### src/rtl/sw_led_hex_panel_if.sv
// sw_led_hex_panel_if -- board I/O bundle for the switch/LED/7-segment panel.
//
// The bundle carries no handshake. Each signal is a level:
//   sw   : board switches, already synchronised and sampled on every clk edge
//   ledr : LED chaser pattern, 1 = LED on
//   seg0 : 7-segment pattern, active-low (bit0=a .. bit6=g, bit7=dp)
// The master (board wrapper or bench) drives sw.
// The slave (the panel) drives ledr and seg0.
interface sw_led_hex_panel_if;
    logic [9:0]  sw;
    logic [15:0] ledr;
    logic [7:0]  seg0;

    modport master (
        output sw,
        input  ledr,
        input  seg0
    );

    modport slave (
        input  sw,
        output ledr,
        output seg0
    );
endinterface

### src/rtl/sw_led_hex_panel.sv
// sw_led_hex_panel -- switch/LED/7-segment demo panel.
//
//   * LED chaser: one lit LED rotates left every CNT_MAX cycles.
//   * 8-to-3 priority encoder on sw[7:0] (MSB wins), enabled by sw[8].
//   * BCD-to-7-segment decoder showing the encoder result on seg0,
//     enabled by sw[9].
//
// Optional build macro ENC_NOINPUT_DP_EN:
//   When defined, the decimal point (seg0[7]) lights when the encoder was
//   enabled with no data bit set. This separates "no input" from a real sw[0].
//   When undefined, the dp is always off.
//
// Reset is synchronous and active-high.
module sw_led_hex_panel #(
    parameter int unsigned CNT_MAX = 5000000   // cycles between rotations, >= 2
) (
    input  logic                 clk,
    input  logic                 rst,
    sw_led_hex_panel_if.slave    io
);

    // Terminal count of the rotation counter, sized to the 32-bit counter.
    localparam logic [31:0] CNT_LAST  = 32'(CNT_MAX - 1);
    localparam logic [15:0] LED_RESET = 16'h0001;
    localparam logic [7:0]  SEG_BLANK = 8'hFF;

    // ------------------------------------------------------------------
    // LED chaser
    // ------------------------------------------------------------------
    logic [31:0] cnt_q, cnt_d;
    logic [15:0] led_q, led_d;
    logic        cnt_wrap;

    assign cnt_wrap = (cnt_q == CNT_LAST);

    // Next-state: count up, and on terminal count restart and rotate left.
    always_comb begin
        cnt_d = cnt_q + 32'd1;
        led_d = led_q;
        if (cnt_wrap) begin
            cnt_d = 32'd0;
            led_d = {led_q[14:0], led_q[15]};
        end
    end

    // Chaser state registers. Reset restarts the rotation period.
    always_ff @(posedge clk) begin
        if (rst) begin
            cnt_q <= 32'd0;
            led_q <= LED_RESET;
        end else begin
            cnt_q <= cnt_d;
            led_q <= led_d;
        end
    end

    assign io.ledr = led_q;

    // ------------------------------------------------------------------
    // 8-to-3 priority encoder (MSB priority)
    // ------------------------------------------------------------------
    logic [2:0] y_q, y_d;

    // Ascending scan, so the highest set bit is the last one written.
    // A disabled encoder, or no data bit set, gives 0.
    always_comb begin
        y_d = 3'd0;
        if (io.sw[8]) begin
            for (int i = 0; i < 8; i++) begin
                if (io.sw[i]) begin
                    y_d = 3'(i);
                end
            end
        end
    end

    // Encoder output register: one cycle of latency from the switches.
    always_ff @(posedge clk) begin
        if (rst) begin
            y_q <= 3'd0;
        end else begin
            y_q <= y_d;
        end
    end

`ifdef ENC_NOINPUT_DP_EN
    // "Enabled but no input" flag. It is registered with y so that it
    // reaches seg0 in the same cycle as the digit it describes.
    logic noin_q, noin_d;

    // Flag when the encoder is enabled but no data bit is set.
    always_comb begin
        noin_d = io.sw[8] && (io.sw[7:0] == 8'h00);
    end

    // Flag register, aligned with y_q.
    always_ff @(posedge clk) begin
        if (rst) begin
            noin_q <= 1'b0;
        end else begin
            noin_q <= noin_d;
        end
    end
`endif

    // ------------------------------------------------------------------
    // BCD-to-7-segment decoder (active-low, dp off in the table)
    // ------------------------------------------------------------------
    function automatic logic [7:0] seg_pattern(input logic [3:0] num);
        logic [7:0] pat;
        case (num)
            4'd0:    pat = 8'hC0;
            4'd1:    pat = 8'hF9;
            4'd2:    pat = 8'hA4;
            4'd3:    pat = 8'hB0;
            4'd4:    pat = 8'h99;
            4'd5:    pat = 8'h92;
            4'd6:    pat = 8'h82;
            4'd7:    pat = 8'hF8;
            4'd8:    pat = 8'h80;
            4'd9:    pat = 8'h90;
            default: pat = SEG_BLANK;
        endcase
        return pat;
    endfunction

    logic [7:0] seg_q, seg_d;
    logic [3:0] num;

    assign num = {1'b0, y_q};

    // Display next-state: blank when disabled, otherwise decode the
    // registered encoder value.
    always_comb begin
        seg_d = SEG_BLANK;
        if (io.sw[9]) begin
            seg_d = seg_pattern(num);
`ifdef ENC_NOINPUT_DP_EN
            seg_d[7] = ~noin_q;
`endif
        end
    end

    // Display register: one cycle after y, or after a change of sw[9].
    always_ff @(posedge clk) begin
        if (rst) begin
            seg_q <= SEG_BLANK;
        end else begin
            seg_q <= seg_d;
        end
    end

    assign io.seg0 = seg_q;

endmodule

### src/flat_wrapper.sv
// flat-port wrapper written by rule: the top's interface ports become plain ports
module sw_led_hex_panel_flat 
#(
    parameter int unsigned CNT_MAX = 5000000                                    
)
  (clk, rst, io_sw, io_ledr, io_seg0);
  sw_led_hex_panel_if io_i ();
  input  logic clk;
  input  logic rst;
  input wire logic [$bits(io_i.sw)-1:0] io_sw;
  output wire logic [$bits(io_i.ledr)-1:0] io_ledr;
  output wire logic [$bits(io_i.seg0)-1:0] io_seg0;
  assign io_i.sw = io_sw;
  assign io_ledr = io_i.ledr;
  assign io_seg0 = io_i.seg0;
  sw_led_hex_panel #(.CNT_MAX(CNT_MAX)) u_core (.clk(clk), .rst(rst), .io(io_i));
endmodule
### config.mk
export PLATFORM = sky130hd
export DESIGN_NAME = sw_led_hex_panel_flat
export DESIGN_NICKNAME = d
export VERILOG_FILES = /design/src/rtl/sw_led_hex_panel_if.sv /design/src/rtl/sw_led_hex_panel.sv /design/src/flat_wrapper.sv
export SDC_FILE = /design/constraint.sdc
export NUM_CORES = 1
export LEC_CHECK = 0
export CORE_MARGIN = 5
export CORE_UTILIZATION = 38
export CTS_CLUSTER_SIZE = 16
export DETAILED_ROUTE_END_ITERATION = 10
export PLACE_DENSITY = 0.71
export SKIP_CTS_REPAIR_TIMING = 1
export SKIP_LAST_GASP = 1
export SYNTH_ARGS = -nofsm -noshare
export SYNTH_HDL_FRONTEND = slang
export SYNTH_SLANG_ARGS = --single-unit
### constraint.sdc
create_clock -name clk -period 2.8 [get_ports clk]
set_clock_uncertainty 0.1 [all_clocks]
set_input_delay 0.7 -clock clk [delete_from_list [all_inputs] [get_ports clk]]
set_output_delay 0.7 -clock clk [all_outputs]
set_load 0.01 [all_outputs]
# Word-level counts from Yosys, hierarchy flattened

Memories as Yosys holds them, arrays and structs flattened. A register that Yosys moved wholly into a read port is not among the register bits.
Index checks and enable logic that the tools add are counted.

Bits of input ports: 12
Register bits after elaboration: 59
ROM bits: 112
Logic and storage cells: 19
Memories: 1
Output and inout bits: 24

Memories:

| name            | depth | width | rd ports | clocked after memory_dff | write ports | RTL line                | source |
|---|---|---|---|---|---|---|---|
| (no name shown) | 16    | 7     | 1        | 1                        | 0           | sw_led_hex_panel.sv:111 | `case (num)` |

Bitwise operators: 2
Equal/unequal tests: 1
Add/subtract/negate cells: 1
Reduce and logical (&&, ||, !) cells: 3
Mux-type cells: 7

Operators by type and width:

| kind                    | count |
|---|---|
| $add A32 B1 Y32 const B | 1 |
| $eq A32 B23 Y1 const B  | 1 |
| $mux W3                 | 4 |
| $reduce_or A2 Y1        | 3 |
| $mux W2                 | 2 |
| $not A1 Y1              | 2 |
| $mux W1                 | 1 |

# Logic depth before layout (Yosys ltp)

Depth after elaboration: 7
Mapped depth: 7

# Least setup slack after synthesis

Ideal clock, no wire load.

Path kind: reg-to-reg
Start: register u_core.cnt_q[2]
End: register u_core.cnt_q[25]
Setup slack: 794 ps
Stages on the path, launching flop included: 6
Period minus slack after synthesis: 2006 ps
Data arrival time: 1836 ps
Setup time: 70 ps
Data required time: 2630 ps
Path buffers: 1
Path through: dfxtp_1 nand4_4 or4_4 buf_6 or4_1 a21oi_1

Longest elaborated chain between the ends: 2
Elaborated cells between the ends (all ways): 3
Those cells by class: add/sub: 1; eq/ne: 1; reduce/logical: 1

RTL lines:

| what                                                                    | RTL line               | source |
|---|---|---|
| start: declaration                                                      | sw_led_hex_panel.sv:30 | `logic [31:0] cnt_q, cnt_d;` |
| start signal: assignment                                                | sw_led_hex_panel.sv:52 | `cnt_q <= cnt_d;` |
| parallel branches: the longest is 2 deep, another holds $add A32 B1 Y32 | -                      |  |

Several ways; the timed one is not identified.
A chain may end at the register's enable or synchronous reset.

# Final worst setup path

Start: register u_core.cnt_q[2]
End: register u_core.cnt_q[28]

The elaborated chain is that of the path after synthesis.

==> results.sh <==
export IMPL_synthesis_nets=342
export IMPL_timing_final_crit_share_pct=83.9
export IMPL_vias_per_cell=5.40
export IMPL_worst_slack_ns=0.451
export IMPL_synth_top_area_share_pct=42.5
export IMPL_io_buffers=33
export IMPL_htree_num_levels=3
export IMPL_p_leak_nw=1.09
export IMPL_hold_path_depth=2
export IMPL_cp_required_ns=2.97
export IMPL_preCtsSetupSlack_ns=0.462
export IMPL_grt_pass1_vias=2274
export IMPL_reg2reg_depth=4
export IMPL_grt_pass1_wl_um=10400
export IMPL_yosys_area_top_type="dfxtp_1"
export IMPL_vias=2466
export IMPL_path_max_fanout=19
export IMPL_finalPower_mw=1.78
export IMPL_tns_ns=0
export IMPL_syn_area_um2=2730
export IMPL_numCtsBuffers=9
export IMPL_start_util_pct=38.3
export IMPL_n_antenna_cell=0
export IMPL_fillers=712
export IMPL_finalWirelength_um=6100
export IMPL_synth_edf_count=0
export IMPL_drc_errors=0
export IMPL_p_seq_share_pct=47.5
export IMPL_worst_pin_slew_ns=0.640
export IMPL_insertion_delay_ns=0.34
export IMPL_fmax_mhz=426
export IMPL_p_switching_mw=0.385
export IMPL_cts_max_path_buffers=2
export IMPL_ys_seq_area_share_pct=42.5
export IMPL_core_um2=7140
export IMPL_slew_headroom_pct=57.3
export IMPL_antenna_found_initial=0
export IMPL_worst_ep_arrival_time_ns=2.52
export IMPL_startpoint="u_core.cnt_q[2]$_SDFF_PP0_"
export IMPL_wire_per_inst_um=13.3
export IMPL_drtPass1Iterations=4
export IMPL_p_clk_share_pct=48.4
export IMPL_end_kind="register"
export IMPL_clk_pin_slew_ns=0.07
export IMPL_grt_max_degree=29
export IMPL_reg2reg_from="u_core.cnt_q[2]$_SDFF_PP0_"
export IMPL_drv_cap=0
export IMPL_syn_inst=324
export IMPL_min_period_ns=2.35
export IMPL_placed_cell_area_um2=3130
export IMPL_design_area_um2=3350
export IMPL_clock_root_buffer="clkbuf_8"
export IMPL_ys_flop_type="dfxtp_1"
export IMPL_slew_viol_final=0
export IMPL_dp_hpwl_um=4050
export IMPL_seq_area_um2=1160
export IMPL_post_route_util_pct=47.0
export IMPL_area_growth_pct=22.7
export IMPL_fp_dieH_um=94.8
export IMPL_overflow=0
export IMPL_synthDistinctLibCells=42
export IMPL_powerDensity_nw_per_um2=531
export IMPL_syn_avg_cell_area_um2=8.43
export IMPL_worstSetupPathType="reg2reg"
export IMPL_boundaryPins=36
export IMPL_status="finished, final reports clean"
export IMPL_comb_power_share_pct=4.0
export IMPL_ys_async_sr_fraction_pct=0
export IMPL_gp_congestion=0.797
export IMPL_p_sw_share_pct=21.6
export IMPL_r2r_end="u_core.cnt_q[28]$_SDFF_PP0_"
export IMPL_std_cell_rows=31
export IMPL_hold_path_end="u_core.io.ledr[3]$_SDFFE_PP0N_"
export IMPL_dieArea_um2=8990
export IMPL_ys_warn_count=0
export IMPL_drtIter0Drc=145
export IMPL_rsz0062_at_grt="false"
export IMPL_ys_ff_latch=58
export IMPL_ir_worst_vdd_v=0.000466
export IMPL_cts_tree="done"
export IMPL_hold_viol=0
export IMPL_r2r_setup_slack_ns=0.45
export IMPL_cp_start_kind="register"
export IMPL_layout_nets=371
export IMPL_internal_power_mw=1.40
export IMPL_synth_area_leaders="dfxtp_1 (42%), a21oi_1 (6.8%), nand4_1 (6.4%), o21ai_0 (5.1%), or4_1 (3.3%)"
export IMPL_hold_class="reg2reg"
export IMPL_grt_use_total_pct=14.5
export IMPL_die_width_um=94.8
export IMPL_drive_gt1_share_pct=7.54
export IMPL_ant_nets=0
export IMPL_hold_start="u_core.io.ledr[2]$_SDFFE_PP0N_"
export IMPL_cts_sinks=58
export IMPL_multiInputGateArea_um2=1440
export IMPL_finalSetupViolCount=0
==> flip-flops by register name, summed over array words and instances, names as in the netlist <==
| name | flops |
|---|---|
| u_core.cnt_q | 32 |
| u_core.y_q | 3 |
| u_core.io.seg0 | 7 |
| u_core.io.ledr | 16 |
==> synthesized netlist by cell type (2+ instances only) <==
cell and number:
dfxtp_1 58, a21oi_1 37, nand4_1 28, o21ai_0 28
nand2_1 21, nor2_1 19, clkbuf_1 12, nand3_1 12
or4_1 12, o31ai_1 11, inv_1 10, nor4_1 8
and4_1 6, ha_1 6, xor2_1 6, or3_1 5
xnor2_1 5, and3_1 4, and2_1 3, buf_2 3
nand2b_1 3, nor4b_1 3, buf_1 2, buf_4 2
nor2b_1 2, nor3_1 2
==> logic make-up (layout without fill, tap and decap cells) <==
group | Yosys count | count (layout) | synth area share [%]
flops | 58 | 58 | 42.5
fa+ha+maj | 6 | 6 | 2.75
mux | 1 | 1 | 0.366
simple gates | 135 | 135 | 29.2
xor+xnor | 11 | 11 | 3.53
buf+inv | 31 | 65 | 4.99
compound gates | 81 | 81 | 16.5
other cells | 1 | 1 | 0.137
==> worst max-delay path, stage by stage (launching register included) <==
cell	delay, ns
dfxtp_1	0.46
nand4_4	0.16
or4_1	0.82
or4_1	0.60
a21oi_1	0.15
==> power by group through the flow <==
stage / Sequential [mW] / Clock, mW / Combinational (mW)
after floorplan: 0.867 / 0 / 0.0343
final: 0.847 / 0.863 / 0.0717
after global placement: 0.865 / 0 / 0.0710
after CTS: 0.847 / 0.881 / 0.0726
after global routing: 0.848 / 0.915 / 0.0807
after detailed placement: 0.865 / 0 / 0.0724
==> how the worst max path moves through the flow <==
stage | end | slack [ns] | cells past startpoint
final | u_core.cnt_q[28]$_SDFF_PP0_ | 0.45 | 4
after global routing | u_core.cnt_q[31]$_SDFF_PP0_ | 0.32 | 4
after CTS | u_core.cnt_q[28]$_SDFF_PP0_ | 0.45 | 4
after detailed placement | u_core.cnt_q[23]$_SDFF_PP0_ | 0.46 | 4
after global placement | u_core.cnt_q[31]$_SDFF_PP0_ | 0.51 | 4
after floorplan | u_core.cnt_q[25]$_SDFF_PP0_ | 0.79 | 5
==> placed cells by master (no fill, tap or decap), types with 4 or more instances in the layout <==
cell type,Yosys,layout
dfxtp_1,58,58
a21oi_1,37,37
clkdlybuf4s50_1,0,33
nand4_1,28,28
o21ai_0,28,28
nand2_1,21,21
nor2_1,19,19
nand3_1,12,12
or4_1,12,12
o31ai_1,11,11
inv_1,10,10
clkbuf_8,0,10
nor4_1,8,8
and4_1,6,6
xor2_1,6,6
ha_1,6,6
buf_4,2,6
or3_1,5,5
xnor2_1,5,5
and3_1,4,4
==> routing by layer <==
metal | part of all wire, % | track usage [%] | vias up
li1 | - | - | 1255
met1 | 46 | 18.0 | 1155
met2 | 48 | 22.5 | 48
met3 | 4.0 | 5.18 | 8
met4 | 2.1 | 6.37 | 0
met5 | 0 | 0 | -
==> layout make-up <==
cell class | instances | share of cell area [%]
inverter | 10 | 1.12
tap | 99 | 3.70
clock inverter | 5 | 2.31
clock buffer | 11 | 4.22
multi-input combinational | 235 | 42.8
timing repair buffer | 39 | 11.2
sequential | 58 | 34.6
==> per-stage QoR <==
step	hold WS [ns]	cells
2_1_floorplan	0.361	324
3_3_place_gp	0.374	441
3_5_place_dp	0.380	441
4_1_cts	0.384	457
5_1_grt	0.419	457
6_report	0.386	457
Power figures use the tool's default switching activity.
